[config.mk]
export PLATFORM = sky130hd
export DESIGN_NAME = avalon_packet_enforcer_flat
export DESIGN_NICKNAME = d
export VERILOG_FILES = /design/src/rtl/avalon_packet_enforcer_if.sv /design/src/rtl/avalon_packet_enforcer.sv /design/src/flat_wrapper.sv
export SDC_FILE = /design/constraint.sdc
export NUM_CORES = 1
export LEC_CHECK = 0
export BUFFER_PORTS_ARGS = -buffer_cell sky130_fd_sc_hd__buf_2
export CAP_MARGIN = 20
export CORE_AREA = 5 5 124 126
export CTS_BUF_LIST = sky130_fd_sc_hd__clkbuf_8
export DETAILED_ROUTE_END_ITERATION = 6
export DIE_AREA = 0 0 129 131
export PLACE_DENSITY = 0.78
export SLEW_MARGIN = 20
export SYNTH_ARGS = -nofsm -noshare
export SYNTH_HDL_FRONTEND = slang
export SYNTH_SLANG_ARGS = --single-unit
[constraint.sdc]
create_clock -name clk -period 1.5 [get_ports clk]
set_input_delay 0.3 -clock clk [delete_from_list [all_inputs] [get_ports clk]]
set_output_delay 0.3 -clock clk [all_outputs]
set_load 0.03 [all_outputs]
[src/rtl/avalon_packet_enforcer_if.sv]
// Avalon-ST interface: valid/rdy handshake with sop/eop framing, data and empty.
interface avalon_st_if #(
    parameter int unsigned DATA_WIDTH_IN_BYTES = 16
);
    localparam int unsigned DataW  = 8 * DATA_WIDTH_IN_BYTES;
    localparam int unsigned EmptyW = (DATA_WIDTH_IN_BYTES > 1) ? $clog2(DATA_WIDTH_IN_BYTES) : 1;

    logic              valid;
    logic              sop;
    logic              eop;
    logic [DataW-1:0]  data;
    logic [EmptyW-1:0] empty;
    logic              rdy;

    modport master (output valid, output sop, output eop, output data, output empty, input rdy);
    modport slave  (input valid, input sop, input eop, input data, input empty, output rdy);
endinterface

[src/rtl/avalon_packet_enforcer.sv]
// Avalon-ST packet enforcer: repairs sop/eop framing from an untrusted source, truncates
// over-long packets and registers the repaired stream with full backpressure.
// Optional macro AVALON_ENFORCER_ERR_CNT_EN builds saturating per-error counters.
module avalon_packet_enforcer #(
    parameter int unsigned DATA_WIDTH_IN_BYTES = 16,
    parameter int unsigned MAX_PKT_WORDS       = 64,
    parameter int unsigned CNT_WIDTH           = 16
) (
    input  logic                 clk,
    input  logic                 rst,
    avalon_st_if.slave           untrusted_msg,
    avalon_st_if.master          trusted_msg,
    output logic                 packet_didnt_started,
    output logic                 packet_in_packet,
    output logic                 packet_too_long,
    output logic [CNT_WIDTH-1:0] didnt_started_cnt,
    output logic [CNT_WIDTH-1:0] in_packet_cnt,
    output logic [CNT_WIDTH-1:0] too_long_cnt
);
    localparam int unsigned DataW  = 8 * DATA_WIDTH_IN_BYTES;
    localparam int unsigned EmptyW = (DATA_WIDTH_IN_BYTES > 1) ? $clog2(DATA_WIDTH_IN_BYTES) : 1;
    localparam int unsigned BeatW  = $clog2(MAX_PKT_WORDS + 1);
    localparam logic [BeatW-1:0] MaxWords = BeatW'(MAX_PKT_WORDS);

    typedef enum logic [1:0] {StIdle, StInPkt, StDrop} state_e;

    state_e            state_q, state_d;
    logic [BeatW-1:0]  count_q, count_d;
    logic              valid_q, valid_d;
    logic              sop_q, sop_d;
    logic              eop_q, eop_d;
    logic [DataW-1:0]  data_q, data_d;
    logic [EmptyW-1:0] empty_q, empty_d;
    logic              didnt_q, didnt_d;
    logic              in_pkt_q, in_pkt_d;
    logic              too_long_q, too_long_d;

    logic              in_rdy;
    logic              accept;
    logic              emit;
    logic              emit_sop;
    logic              emit_eop;
    logic [EmptyW-1:0] emit_empty;

    // A new beat may enter whenever the output register is empty or being drained this cycle.
    assign in_rdy            = !valid_q || trusted_msg.rdy;
    assign untrusted_msg.rdy = in_rdy;
    assign accept            = untrusted_msg.valid && in_rdy;

    // Framing FSM: decide whether the accepted beat is emitted and how it is re-framed.
    always_comb begin
        state_d    = state_q;
        count_d    = count_q;
        emit       = 1'b0;
        emit_sop   = 1'b0;
        emit_eop   = 1'b0;
        emit_empty = '0;
        didnt_d    = 1'b0;
        in_pkt_d   = 1'b0;
        too_long_d = 1'b0;
        if (accept) begin
            unique case (state_q)
                StIdle, StDrop: begin
                    if (untrusted_msg.sop) begin
                        emit       = 1'b1;
                        emit_sop   = 1'b1;
                        emit_eop   = untrusted_msg.eop;
                        emit_empty = untrusted_msg.eop ? untrusted_msg.empty : '0;
                        if (untrusted_msg.eop) begin
                            state_d = StIdle;
                            count_d = '0;
                        end else begin
                            state_d = StInPkt;
                            count_d = BeatW'(1);
                        end
                    end else if (state_q == StIdle) begin
                        didnt_d = 1'b1;
                    end else if (untrusted_msg.eop) begin
                        // End of the truncated tail; framing is back in sync.
                        state_d = StIdle;
                    end
                end
                StInPkt: begin
                    emit = 1'b1;
                    if (untrusted_msg.sop) begin
                        // The colliding sop beat closes the open packet.
                        emit_eop = 1'b1;
                        in_pkt_d = 1'b1;
                        state_d  = StIdle;
                        count_d  = '0;
                    end else if (untrusted_msg.eop) begin
                        emit_eop   = 1'b1;
                        emit_empty = untrusted_msg.empty;
                        state_d    = StIdle;
                        count_d    = '0;
                    end else if (count_q + 1'b1 == MaxWords) begin
                        emit_eop   = 1'b1;
                        too_long_d = 1'b1;
                        state_d    = StDrop;
                        count_d    = '0;
                    end else begin
                        count_d = count_q + 1'b1;
                    end
                end
                default: begin
                    state_d = StIdle;
                    count_d = '0;
                end
            endcase
        end
    end

    // Output register: load on emit, otherwise drop valid once downstream takes the beat.
    always_comb begin
        valid_d = valid_q;
        sop_d   = sop_q;
        eop_d   = eop_q;
        data_d  = data_q;
        empty_d = empty_q;
        if (emit) begin
            valid_d = 1'b1;
            sop_d   = emit_sop;
            eop_d   = emit_eop;
            data_d  = untrusted_msg.data;
            empty_d = emit_empty;
        end else if (trusted_msg.rdy) begin
            valid_d = 1'b0;
        end
    end

    // State, output stage and error pulse registers.
    always_ff @(posedge clk) begin
        if (rst) begin
            state_q    <= StIdle;
            count_q    <= '0;
            valid_q    <= 1'b0;
            sop_q      <= 1'b0;
            eop_q      <= 1'b0;
            data_q     <= '0;
            empty_q    <= '0;
            didnt_q    <= 1'b0;
            in_pkt_q   <= 1'b0;
            too_long_q <= 1'b0;
        end else begin
            state_q    <= state_d;
            count_q    <= count_d;
            valid_q    <= valid_d;
            sop_q      <= sop_d;
            eop_q      <= eop_d;
            data_q     <= data_d;
            empty_q    <= empty_d;
            didnt_q    <= didnt_d;
            in_pkt_q   <= in_pkt_d;
            too_long_q <= too_long_d;
        end
    end

    assign trusted_msg.valid    = valid_q;
    assign trusted_msg.sop      = sop_q;
    assign trusted_msg.eop      = eop_q;
    assign trusted_msg.data     = data_q;
    assign trusted_msg.empty    = empty_q;
    assign packet_didnt_started = didnt_q;
    assign packet_in_packet     = in_pkt_q;
    assign packet_too_long      = too_long_q;

`ifdef AVALON_ENFORCER_ERR_CNT_EN
    logic [CNT_WIDTH-1:0] didnt_cnt_q, didnt_cnt_d;
    logic [CNT_WIDTH-1:0] in_pkt_cnt_q, in_pkt_cnt_d;
    logic [CNT_WIDTH-1:0] too_long_cnt_q, too_long_cnt_d;

    // Saturating counters step in the same edge that raises the matching pulse.
    always_comb begin
        didnt_cnt_d    = didnt_cnt_q;
        in_pkt_cnt_d   = in_pkt_cnt_q;
        too_long_cnt_d = too_long_cnt_q;
        if (didnt_d && (didnt_cnt_q != '1)) didnt_cnt_d = didnt_cnt_q + 1'b1;
        if (in_pkt_d && (in_pkt_cnt_q != '1)) in_pkt_cnt_d = in_pkt_cnt_q + 1'b1;
        if (too_long_d && (too_long_cnt_q != '1)) too_long_cnt_d = too_long_cnt_q + 1'b1;
    end

    // Counter registers, cleared only by reset.
    always_ff @(posedge clk) begin
        if (rst) begin
            didnt_cnt_q    <= '0;
            in_pkt_cnt_q   <= '0;
            too_long_cnt_q <= '0;
        end else begin
            didnt_cnt_q    <= didnt_cnt_d;
            in_pkt_cnt_q   <= in_pkt_cnt_d;
            too_long_cnt_q <= too_long_cnt_d;
        end
    end

    assign didnt_started_cnt = didnt_cnt_q;
    assign in_packet_cnt     = in_pkt_cnt_q;
    assign too_long_cnt      = too_long_cnt_q;
`else
    assign didnt_started_cnt = '0;
    assign in_packet_cnt     = '0;
    assign too_long_cnt      = '0;
`endif

endmodule

[src/flat_wrapper.sv]
// flat-port wrapper written by rule: the top's interface ports become plain ports
module avalon_packet_enforcer_flat 
#(
    parameter int unsigned DATA_WIDTH_IN_BYTES = 16,
    parameter int unsigned MAX_PKT_WORDS       = 64,
    parameter int unsigned CNT_WIDTH           = 16
)
  (clk, rst, packet_didnt_started, packet_in_packet, packet_too_long, didnt_started_cnt, in_packet_cnt, too_long_cnt, untrusted_msg_valid, untrusted_msg_sop, untrusted_msg_eop, untrusted_msg_data, untrusted_msg_empty, untrusted_msg_rdy, trusted_msg_valid, trusted_msg_sop, trusted_msg_eop, trusted_msg_data, trusted_msg_empty, trusted_msg_rdy);
  avalon_st_if #(.DATA_WIDTH_IN_BYTES(DATA_WIDTH_IN_BYTES)) untrusted_msg_i ();
  avalon_st_if #(.DATA_WIDTH_IN_BYTES(DATA_WIDTH_IN_BYTES)) trusted_msg_i ();
  input  logic clk;
  input  logic rst;
  output logic packet_didnt_started;
  output logic packet_in_packet;
  output logic packet_too_long;
  output logic [CNT_WIDTH-1:0] didnt_started_cnt;
  output logic [CNT_WIDTH-1:0] in_packet_cnt;
  output logic [CNT_WIDTH-1:0] too_long_cnt;
  input wire logic [$bits(untrusted_msg_i.valid)-1:0] untrusted_msg_valid;
  input wire logic [$bits(untrusted_msg_i.sop)-1:0] untrusted_msg_sop;
  input wire logic [$bits(untrusted_msg_i.eop)-1:0] untrusted_msg_eop;
  input wire logic [$bits(untrusted_msg_i.data)-1:0] untrusted_msg_data;
  input wire logic [$bits(untrusted_msg_i.empty)-1:0] untrusted_msg_empty;
  output wire logic [$bits(untrusted_msg_i.rdy)-1:0] untrusted_msg_rdy;
  output wire logic [$bits(trusted_msg_i.valid)-1:0] trusted_msg_valid;
  output wire logic [$bits(trusted_msg_i.sop)-1:0] trusted_msg_sop;
  output wire logic [$bits(trusted_msg_i.eop)-1:0] trusted_msg_eop;
  output wire logic [$bits(trusted_msg_i.data)-1:0] trusted_msg_data;
  output wire logic [$bits(trusted_msg_i.empty)-1:0] trusted_msg_empty;
  input wire logic [$bits(trusted_msg_i.rdy)-1:0] trusted_msg_rdy;
  assign untrusted_msg_i.valid = untrusted_msg_valid;
  assign untrusted_msg_i.sop = untrusted_msg_sop;
  assign untrusted_msg_i.eop = untrusted_msg_eop;
  assign untrusted_msg_i.data = untrusted_msg_data;
  assign untrusted_msg_i.empty = untrusted_msg_empty;
  assign untrusted_msg_rdy = untrusted_msg_i.rdy;
  assign trusted_msg_valid = trusted_msg_i.valid;
  assign trusted_msg_sop = trusted_msg_i.sop;
  assign trusted_msg_eop = trusted_msg_i.eop;
  assign trusted_msg_data = trusted_msg_i.data;
  assign trusted_msg_empty = trusted_msg_i.empty;
  assign trusted_msg_i.rdy = trusted_msg_rdy;
  avalon_packet_enforcer #(.DATA_WIDTH_IN_BYTES(DATA_WIDTH_IN_BYTES), .MAX_PKT_WORDS(MAX_PKT_WORDS), .CNT_WIDTH(CNT_WIDTH)) u_core (.clk(clk), .rst(rst), .untrusted_msg(untrusted_msg_i), .trusted_msg(trusted_msg_i), .packet_didnt_started(packet_didnt_started), .packet_in_packet(packet_in_packet), .packet_too_long(packet_too_long), .didnt_started_cnt(didnt_started_cnt), .in_packet_cnt(in_packet_cnt), .too_long_cnt(too_long_cnt));
endmodule
==> flow_metrics.tcl <==
set metrics [dict create \
    slowest_delay_ns 0.37 \
    drtIter0Drc 261 \
    max-cap-violations 0 \
    crit_slowest_cell "dfxtp_4" \
    cts_tree "built" \
    synth.most_common_cell "nand2_1" \
    grtUsageTotal_pct 18.5 \
    syn_area_um2 5640 \
    ys_top_cells_by_area "dfxtp_1 (52%), nand2_1 (18%), a21oi_1 (12%)" \
    yosysUniqueCellTypes 42 \
    gp_congestion 0.810 \
    vias 5875 \
    start_util_pct 39.7 \
    clk_pin_slew_worst_paths_ns 0.08 \
    final_max_slew_viol_count 0 \
    r2r_cells 6 \
    period_needed_ns 1.62 \
    cts_buffers 17 \
    yosys-top-cells-count "nand2_1 (264), dfxtp_1 (147), a21oi_1 (139), buf_4 (49), buf_2 (23)" \
    rrSetupSlack_ns -0.12 \
    clock_skew_ns 0.00926 \
    cts-htree-levels 4 \
    post-synth-top-area-fraction_pct 52.2 \
    yosysSeqAreaShare_pct 52.2 \
    drt-total-wl_mm 20.3 \
    critPathRequiredTime_ns 1.84 \
    r2r-start "u_core.count_q[1]$_SDFFE_PP0P_" \
    first_global_vias 5049 \
    ys_ff_latch 147 \
    antenna_left 0 \
    die_area_um2 16900 \
    synth-edff-count 0 \
    ir_worst_vdd_v 0.000805 \
    p_leak_nw 4.23 \
    place_area_um2 7260 \
    avgRoutedWirePerCell_um 16.6 \
    worst_slack_ns -0.122 \
    yosys.area.top_type "dfxtp_1" \
    clockBufferDepth 2 \
    cellPowerDensity_nw_per_um2 1050 \
    rows 44 \
    synthArstFlopShare_pct 0 \
    coreArea_um2 14200 \
    hold_ws_ns 0.0795 \
    dp_hpwl_mm 12.1 \
    antenna_found_initial 2 \
    yosys_warnings 0 \
    cp.buffers_inverters 0 \
    setup_viol 57 \
    status "finished with violations" \
    cts.sinks 147 \
    rsz0062_at_grt "yes" \
    grt_pass1_wl_mm 24.7 \
    endpoint_kind "flip-flop" \
    drt_first_pass_iters 6 \
    violations "negative setup slack" \
    startpoint "u_core.count_q[1]$_SDFFE_PP0P_" \
    startpoint_type "flip-flop" \
    hold_path.class "in -> reg" \
    fmax_mhz 616 \
    path_cells "ha_4 -> and3_4 -> nand3_2 -> xor2_2 -> nand3b_1 -> a32o_1" \
    fin_crit_sh_pct 108 \
    timing.setup.tns_ns -1.64 \
    final_hold_viol_count 0 \
    ys.flop_type "dfxtp_1" \
    fin_util_pct 62.9 \
    post-place-ws_ns -0.0547 \
    overflow 0 \
    ios 325 \
    syn_to_final_growth_pct 58.3 \
    drcViolationCount 0 \
    cp.depth 6 \
    finalNetCount 1163 \
    port-buffer-count 276 \
    avgSynthCellArea_um2 7.92 \
    crit_fanout 6 \
    arrival_ns 1.96 \
    critPathKind "reg -> reg" \
    synth_cells 712 \
    cts_root_buffer "clkbuf_8" \
    r2r_end "u_core.count_q[6]$_SDFFE_PP0P_" \
    stdcell_area_um2 8930 \
    viasPerCell 4.81 \
    grt_max_degree 73 \
    die_h_um 131 \
    worstSetupEndpoint "u_core.count_q[6]$_SDFFE_PP0P_" \
    cpLargestDelayFamily "simple AND/OR/NAND/NOR gates" \
    fp.dieW_um 129 \
    drive_above_1_share_pct 51.2 \
    clk_latency_ns 0.45 \
]
registers in the layout, indices dropped and copies added, names as in the netlist, 2 cells and up:
| name | count |
|---|---|
| u_core.trusted_msg.empty | 4 |
| u_core.count_q | 7 |
| u_core.state_q | 2 |
| u_core.trusted_msg.data | 128 |
power breakdown:
part | internal [W] | switching (W) | leakage (nW)
sequential | 0.00410 | 0.000104 | 1.20
clock | 0.00156 | 0.00148 | 0.202
combinational | 0.000775 | 0.00139 | 2.82
total | 0.00644 | 0.00297 | 4.23
layout make-up:
cell class              instances  area, um^2
fillers                      1194        5270
multi-input cells             516        3050
flip-flops and latches        147        2960
repair buffers                340        2300
clock buffers                  23         317
well taps                     184         230
clock inverters                 8        73.8
inverters                       2        7.51
diodes                          1        2.50
kinds of logic (layout without fill, tap and decap cells):
| kind of cell | Yosys count | after routing | share of synthesized area (%) |
|---|---|---|---|
| other | 1 | 49 | 0.0665 |
| adder cells (fa/ha/maj) | 1 | 1 | 0.222 |
| AO/OA/AOI/OAI | 161 | 161 | 15.1 |
| AND/OR/NAND/NOR | 303 | 304 | 21.8 |
| XOR/XNOR | 2 | 2 | 0.311 |
| flip-flops | 147 | 147 | 52.2 |
| buffers and inverters | 97 | 373 | 10.4 |
worst reg2reg max path, stage by stage (launching register included):
cell      delay (ns)
dfxtp_4         0.37
ha_4            0.13
and3_4          0.19
nand3_2         0.09
xor2_2          0.16
nand3b_1        0.30
a32o_1          0.28
cells in the final DEF (no fill, tap or decap), drive strengths merged, types with 3 or more instances in the layout:
cell type,count
nand2,266
nand3,4
inv,5
buf,327
nand2b,3
o21ai,8
a21oi,139
dfxtp,147
nor2,14
clkbuf,36
a22oi,5
conb,48
through the flow:
stage,std cells,total power [W]
global route,1221,0.00984
floorplan,759,0.00543
CTS,1194,0.00896
detailed placement,1160,0.00594
global placement,1160,0.00591
finish,1221,0.00942
what timing repair did:
item                       4_1_cts  5_1_grt
gates cloned                     1       18
setup endpoints to repair       65      136
gates resized for setup          6      209
pin swaps                        4      100
setup buffers                    2        9
hold buffers                     0        0
worst min path at each step:
stage	from	end	slack, ns	cells past startpoint
2_1_floorplan	untrusted_msg_data[61]	u_core.trusted_msg.data[61]$_SDFFE_PP0P_	0.44	2
3_3_place_gp	u_core.trusted_msg.data[105]$_SDFFE_PP0P_	u_core.trusted_msg.data[105]$_SDFFE_PP0P_	0.44	2
3_5_place_dp	u_core.trusted_msg.data[105]$_SDFFE_PP0P_	u_core.trusted_msg.data[105]$_SDFFE_PP0P_	0.44	2
4_1_cts	untrusted_msg_data[4]	u_core.trusted_msg.data[4]$_SDFFE_PP0P_	0.05	3
5_1_grt	untrusted_msg_data[83]	u_core.trusted_msg.data[83]$_SDFFE_PP0P_	0.03	3
6_report	untrusted_msg_data[78]	u_core.trusted_msg.data[78]$_SDFFE_PP0P_	0.08	3
metal layers:
metal	global-route usage [%]	vias to the layer above	wire length [um]
li1	-	2849	-
met3	8.58	28	1930
met2	30.8	264	10400
met1	21.2	2732	7690
met4	6.30	2	317
met5	0	-	7
(Power assumes the default switching activity.)
